`config.mk`:
```
export PLATFORM = sky130hd
export DESIGN_NAME = ov7670_dvp_tx
export DESIGN_NICKNAME = d
export VERILOG_FILES = /design/src/rtl/ov7670_dvp_tx.sv
export SDC_FILE = /design/constraint.sdc
export NUM_CORES = 1
export LEC_CHECK = 0
export BUFFER_PORTS_ARGS = -buffer_cell sky130_fd_sc_hd__buf_2
export CAP_MARGIN = 15
export CORE_MARGIN = 10
export CORE_UTILIZATION = 50
export DETAILED_ROUTE_END_ITERATION = 8
export HOLD_SLACK_MARGIN = 0.05
export PLACE_DENSITY = 0.82
export SLEW_MARGIN = 20
export SYNTH_ARGS = -nofsm -noshare
export SYNTH_HDL_FRONTEND = slang
export SYNTH_SLANG_ARGS = --single-unit
```
`constraint.sdc`:
```
create_clock -name pclk -period 2.21 [get_ports pclk]
set_input_delay 0.1105 -clock pclk [delete_from_list [all_inputs] [get_ports pclk]]
set_output_delay 0.1105 -clock pclk [all_outputs]
set_load 0.01 [all_outputs]
```
`src/rtl/ov7670_dvp_tx.sv`:
```
// ov7670_dvp_tx: OV7670-style DVP transmitter (camera emulator).
// Replays an RGB565 frame from frame-buffer BRAM as vsync/href/d byte traffic.
// Each pixel is sent high byte first, then low byte.
// Optional build macro OV7670_DVP_TX_PATTERN_EN adds pattern_sel.
// When pattern_sel is set, 8 vertical colour bars replace the BRAM data.
//
// Timing model: the FSM and counters advance once per pclk. Every output is
// a flop loaded from the current counter state, so all outputs trail the
// counters by one cycle, in lockstep with each other.
// The address for pixel k is driven during the counter cycle before its high
// byte. The synchronous BRAM then returns the word during the high-byte
// counter cycle. On that cycle's closing edge, d is loaded with the high byte
// and the low byte is stored for the next cycle.
module ov7670_dvp_tx #(
  parameter int H_ACTIVE    = 320,
  parameter int V_ACTIVE    = 240,
  parameter int H_BLANK     = 144,
  parameter int VSYNC_LINES = 3,
  parameter int VBP_LINES   = 17,
  parameter int VFP_LINES   = 10,
  parameter int AW          = 17
) (
  input  logic          pclk,
  input  logic          rst_n,
  input  logic          enable,
`ifdef OV7670_DVP_TX_PATTERN_EN
  input  logic          pattern_sel,
`endif
  output logic [AW-1:0] mem_addr,
  input  logic [15:0]   mem_rdata,
  output logic          vsync,
  output logic          href,
  output logic [7:0]    d,
  output logic          frame_done
);

  localparam int LP        = 2 * H_ACTIVE + H_BLANK;
  localparam int NPIX      = H_ACTIVE * V_ACTIVE;
  localparam int COL_W     = $clog2(LP);
  localparam int MAX_A     = (V_ACTIVE > VSYNC_LINES) ? V_ACTIVE : VSYNC_LINES;
  localparam int MAX_B     = (VBP_LINES > VFP_LINES) ? VBP_LINES : VFP_LINES;
  localparam int MAX_LINES = (MAX_A > MAX_B) ? MAX_A : MAX_B;
  localparam int LINE_W    = $clog2(MAX_LINES + 1);

  localparam logic [COL_W-1:0] COL_LAST  = COL_W'(LP - 1);
  localparam logic [COL_W-1:0] ACT_END   = COL_W'(2 * H_ACTIVE);
  localparam logic [AW-1:0]    LAST_ADDR = AW'(NPIX - 1);

  typedef enum logic [2:0] {
    IDLE,
    VSYNC,
    VBP,
    ACTIVE,
    VFP
  } state_t;

  state_t            state_q, state_d;
  logic [COL_W-1:0]  col_q, col_d;
  logic [LINE_W-1:0] line_q, line_d;
  logic [LINE_W-1:0] line_limit;
  logic              col_last, line_last;

  logic [AW-1:0]     mem_addr_q, mem_addr_d;
  logic              vsync_q, vsync_d;
  logic              href_q, href_d;
  logic [7:0]        d_q, d_d;
  logic              frame_done_q, frame_done_d;
  logic [7:0]        lo_q, lo_d;

  logic              in_bytes;
  logic              hi_byte;
  logic [15:0]       pixel_src;

`ifdef OV7670_DVP_TX_PATTERN_EN
  localparam int BAR_W = (H_ACTIVE / 8 > 0) ? H_ACTIVE / 8 : 1;

  logic              pat_q, pat_d;
  logic [COL_W-1:0]  pix_x;
  logic [15:0]       bar_color;

  // Colour-bar generator: bar index is the pixel column divided by bar width
  always_comb begin
    pix_x     = col_q >> 1;
    bar_color = 16'h0000;
    case (32'(pix_x) / BAR_W)
      0:       bar_color = 16'hFFFF;
      1:       bar_color = 16'hFFE0;
      2:       bar_color = 16'h07FF;
      3:       bar_color = 16'h07E0;
      4:       bar_color = 16'hF81F;
      5:       bar_color = 16'hF800;
      6:       bar_color = 16'h001F;
      default: bar_color = 16'h0000;
    endcase
  end

  // Pattern mode is latched once per frame, on entry to VSYNC
  always_comb begin
    pat_d     = pat_q;
    if (state_d == VSYNC && state_q != VSYNC) begin
      pat_d = pattern_sel;
    end
    pixel_src = pat_q ? bar_color : mem_rdata;
  end
`else
  // Without the generator the pixel word is always the BRAM data
  always_comb begin
    pixel_src = mem_rdata;
  end
`endif

  // Per-state line budget and counter end detection
  always_comb begin
    line_limit = '0;
    case (state_q)
      VSYNC:   line_limit = LINE_W'(VSYNC_LINES - 1);
      VBP:     line_limit = LINE_W'(VBP_LINES - 1);
      ACTIVE:  line_limit = LINE_W'(V_ACTIVE - 1);
      VFP:     line_limit = LINE_W'(VFP_LINES - 1);
      default: line_limit = '0;
    endcase
    col_last  = (col_q == COL_LAST);
    line_last = (line_q == line_limit);
  end

  // Next-state logic: column/line counters step the frame through its phases
  always_comb begin
    state_d = state_q;
    col_d   = col_q;
    line_d  = line_q;
    case (state_q)
      IDLE: begin
        if (enable) begin
          state_d = VSYNC;
          col_d   = '0;
          line_d  = '0;
        end
      end
      default: begin
        col_d = col_last ? '0 : col_q + COL_W'(1);
        if (col_last) begin
          if (line_last) begin
            line_d = '0;
            case (state_q)
              VSYNC:   state_d = VBP;
              VBP:     state_d = ACTIVE;
              ACTIVE:  state_d = VFP;
              VFP:     state_d = enable ? VSYNC : IDLE;
              default: state_d = IDLE;
            endcase
          end else begin
            line_d = line_q + LINE_W'(1);
          end
        end
      end
    endcase
  end

  // Output and fetch datapath computed from the current counter cycle
  always_comb begin
    in_bytes     = (state_q == ACTIVE) && (col_q < ACT_END);
    hi_byte      = in_bytes && !col_q[0];
    vsync_d      = (state_q == VSYNC);
    href_d       = in_bytes;
    frame_done_d = (state_q == VFP) && col_last && line_last;
    lo_d         = hi_byte ? pixel_src[7:0] : lo_q;
    d_d          = 8'h00;
    if (hi_byte) begin
      d_d = pixel_src[15:8];
    end else if (in_bytes) begin
      d_d = lo_q;
    end
    mem_addr_d = mem_addr_q;
    if (state_d == VSYNC) begin
      mem_addr_d = '0;
    end else if (hi_byte && mem_addr_q != LAST_ADDR) begin
      mem_addr_d = mem_addr_q + AW'(1);
    end
  end

  // State, counters and registered outputs
  always_ff @(posedge pclk or negedge rst_n) begin
    if (!rst_n) begin
      state_q      <= IDLE;
      col_q        <= '0;
      line_q       <= '0;
      mem_addr_q   <= '0;
      vsync_q      <= 1'b0;
      href_q       <= 1'b0;
      d_q          <= 8'h00;
      frame_done_q <= 1'b0;
      lo_q         <= 8'h00;
`ifdef OV7670_DVP_TX_PATTERN_EN
      pat_q        <= 1'b0;
`endif
    end else begin
      state_q      <= state_d;
      col_q        <= col_d;
      line_q       <= line_d;
      mem_addr_q   <= mem_addr_d;
      vsync_q      <= vsync_d;
      href_q       <= href_d;
      d_q          <= d_d;
      frame_done_q <= frame_done_d;
      lo_q         <= lo_d;
`ifdef OV7670_DVP_TX_PATTERN_EN
      pat_q        <= pat_d;
`endif
    end
  end

  assign mem_addr   = mem_addr_q;
  assign vsync      = vsync_q;
  assign href       = href_q;
  assign d          = d_q;
  assign frame_done = frame_done_q;

endmodule
```
==> flow_summary_export.csv <==
group,metric,value,unit
critical_path,crit_cells,6,
critical_path,startpoint_type,"flip-flop",
critical_path,cp.required,2.43,ns
global_route,grt-ovfl-total,0,
power,p_per_area,574,mW/mm^2
sta,max_freq,468,MHz
critical_path,worstRegToRegCells,6,
layout,layout.nets,414,
power,finalPower,2.15,mW
sta,finalHoldViolCount,0,
logic_synthesis,synth-seq-cells,57,
drt,post_drt_wl_per_cell,16.5,um
layout,drive_gt1_frac,0.277,
logic_synthesis,yosysUniqueCellTypes,48,
drt,drtIter0Drc,163,
floorplan,initial_core_util,0.520,
clock_network,cts.sinks,57,
drt,ant_nets,0,
logic_synthesis,syn_inst,302,
global_route,grt_pass1_wl,12200,um
layout,layout_common_cells,"dfrtp_1 (54), nand2_1 (51), buf_2 (46), nor2_1 (33), o21ai_0 (26)",
place,gp_congestion,0.870,
critical_path,rr_endpoint,"mem_addr[15]",
logic_synthesis,syn_avg_cell_area,9.54,sq um
floorplan,core-area,0.00554,sq mm
critical_path,cp_cell_sequence,"nand3b_1 > or3b_4 > a2111oi_4 > nand3_2 > xor2_2 > nor2_2",
logic_synthesis,synth_fp_nets,324,
global_route,grtUsageTotal,0.168,
logic_synthesis,netlist_area,0.00288,sq mm
floorplan,fp.dieArea,0.00920,sq mm
clock_network,root_buffer,"clkbuf_8",
critical_path,critPathBufInv,0,
sta,rsz0062_at_grt,"true",
flow_run,drv_cap,0,
layout,final_common_cell,"dfrtp_1",
clock_network,cts_max_level,3,
worst_hold_path,worstHoldPathType,"in -> reg",
logic_synthesis,ys_seq_area_frac,0.495,
sta,fin_hold_ws,0.0550,ns
power,leakage,1.71,nW
floorplan,fp.dieW,95.9,um
critical_path,r2r_setup_slack,0.07,ns
critical_path,crit_family,"simple AND/OR/NAND/NOR gates",
sta,fin_crit_sh,0.966,
place,place_ws,-0.0365,ns
logic_synthesis,synth-main-ff-cell,"dfrtp_1",
sta,worst_slack,0.0748,ns
sta,slew_headroom,0.609,
critical_path,crit_path_max_fanout,8,
layout,syn_to_final_growth,30.0,%
critical_path,crit_arrival,2.36,ns
global_route,antenna_found_initial,0,
floorplan,die_y,95.9,um
sta,fin_skew,0.00548,ns
critical_path,critPathLaunch,"state_q[2]",
logic_synthesis,ys.warnings.count,0,
global_route,grt_pass1_vias,2550,
critical_path,critPathMaxStageDelay,0.47,ns
place,dp.cells,434,
clock_network,clk_latency,0.34,ns
logic_synthesis,synthArstFlopShare,1.00,
floorplan,rows,27,
critical_path,crit_end,"mem_addr[15]",
critical_path,critical-path-slowest-cell,"or3b_4",
place,portBuffers,46,
run_status,status,"finished clean",
layout,antenna_cells,0,
sta,slew_violations,0,
place,dp_hpwl,5070,um
drt,via_count,2633,
critical_path,critPathKind,"reg -> reg",
drt,routed_via_density,5.61,
critical_path,r2r-start,"state_q[2]",
clock_network,cts_buffer_depth,2,
power,peakVddDrop,0.299,mV
global_route,grt_max_degree,35,
sta,tightest_slew,0.586,ns
critical_path,critPathCaptureType,"flip-flop",
drt,drt-total-wl,7730,um
clock_network,clkTransAtPathRegs,0.06,ns
sta,period_needed,2.14,ns
drt,drcViolationCount,0,
layout,fin_cells,469,
sta,finalSetupViolCount,0,
floorplan,ios,47,
logic_synthesis,synth_edf_count,0,
clock_network,numCtsBuffers,9,
clock_network,cts_tree,"yes",
drt,dr.pass1.iters,5,
## final cells by class
cell class | count | area (sq um)
repair buffers | 86 | 581
fillers | 405 | 1790
multi-input cells | 234 | 1420
clock inverters | 4 | 50.0
clock buffers | 12 | 165
flip-flops and latches | 57 | 1430
inverters | 4 | 15.0
well taps | 72 | 90.1
## logic make-up (layout without fill, tap and decap cells)
group | count (synthesis) | count (layout) | share of synthesized area
compound gates | 45 | 45 | 0.102
xor+xnor | 18 | 18 | 0.0547
fa+ha+maj | 3 | 3 | 0.0130
buf+inv | 12 | 106 | 0.0247
flops | 57 | 57 | 0.495
mux | 11 | 12 | 0.0399
simple gates | 156 | 156 | 0.271
## cells in the mapped netlist, drive strengths merged (6+ instances only)
library cell / count / share of area
nand3: 17 / 0.030
nand4: 7 / 0.015
dfrtp: 57 / 0.50
mux2i: 10 / 0.035
xor2: 9 / 0.027
and3: 8 / 0.017
o21ai: 29 / 0.050
buf: 7 / 0.018
xnor2: 9 / 0.027
nor2: 43 / 0.065
nor3: 6 / 0.010
nand2: 51 / 0.066
## sequential cells by signal, indices dropped and copies added, names as in the netlist
signal / count
mem_addr: 17
col_q: 10
d: 8
line_q: 8
lo_q: 8
state_q: 3
frame_done: 1
href: 1
vsync: 1
## how the worst min path moves through the flow
stage	cells past startpoint	slack, ns	endpoint	start
finish	3	0.06	d[4]	mem_rdata[12]
floorplan	0	-0.19	col_q[0]	rst_n
detailed placement	1	0.14	lo_q[1]	rst_n
global route	3	0.08	d[4]	mem_rdata[12]
global placement	1	0.14	lo_q[1]	rst_n
CTS	3	0.07	d[4]	mem_rdata[12]
## per-layer routing
layer | GRT usage | up-vias | routed length [um]
li1 | - | 1241 | -
met1 | 0.199 | 1285 | 3240
met2 | 0.284 | 94 | 3860
met3 | 0.0498 | 13 | 494
met4 | 0.0577 | 0 | 123
met5 | 0 | - | 0
## through the flow
step | setup TNS, ns | instance area, sq um | utilization
finish | 0 | 3750 | 0.676
global route | -0.628 | 3750 | 0.676
CTS | 0 | 3690 | 0.666
detailed placement | -0.0365 | 3320 | 0.600
global placement | 0 | 3320 | 0.600
floorplan | 0 | 2880 | -
## timing repair
action	in CTS	in global routing
resized for setup	0	8
endpoints found under the hold margin	37	0
pin swaps	1	3
endpoints found under the setup margin	1	19
gates cloned	0	1
setup buffers	0	3
hold buffers	15	0
## tightest hold or removal path, delay by kind of cell
family | cells | cell delay (ns)
and+or+nand+nor | 1 | 0.09
buffers and inverters | 1 | 0.08
muxes | 1 | 0.06
## where the power goes
part,internal [mW],switching [mW],leakage [nW],total (mW)
combinational,0.0348,0.0346,0.910,0.0694
clock,0.611,0.426,0.105,1.04
sequential,1.04,0,0.700,1.04
total,1.69,0.461,1.71,2.15
Power figures use the tool's default switching activity.
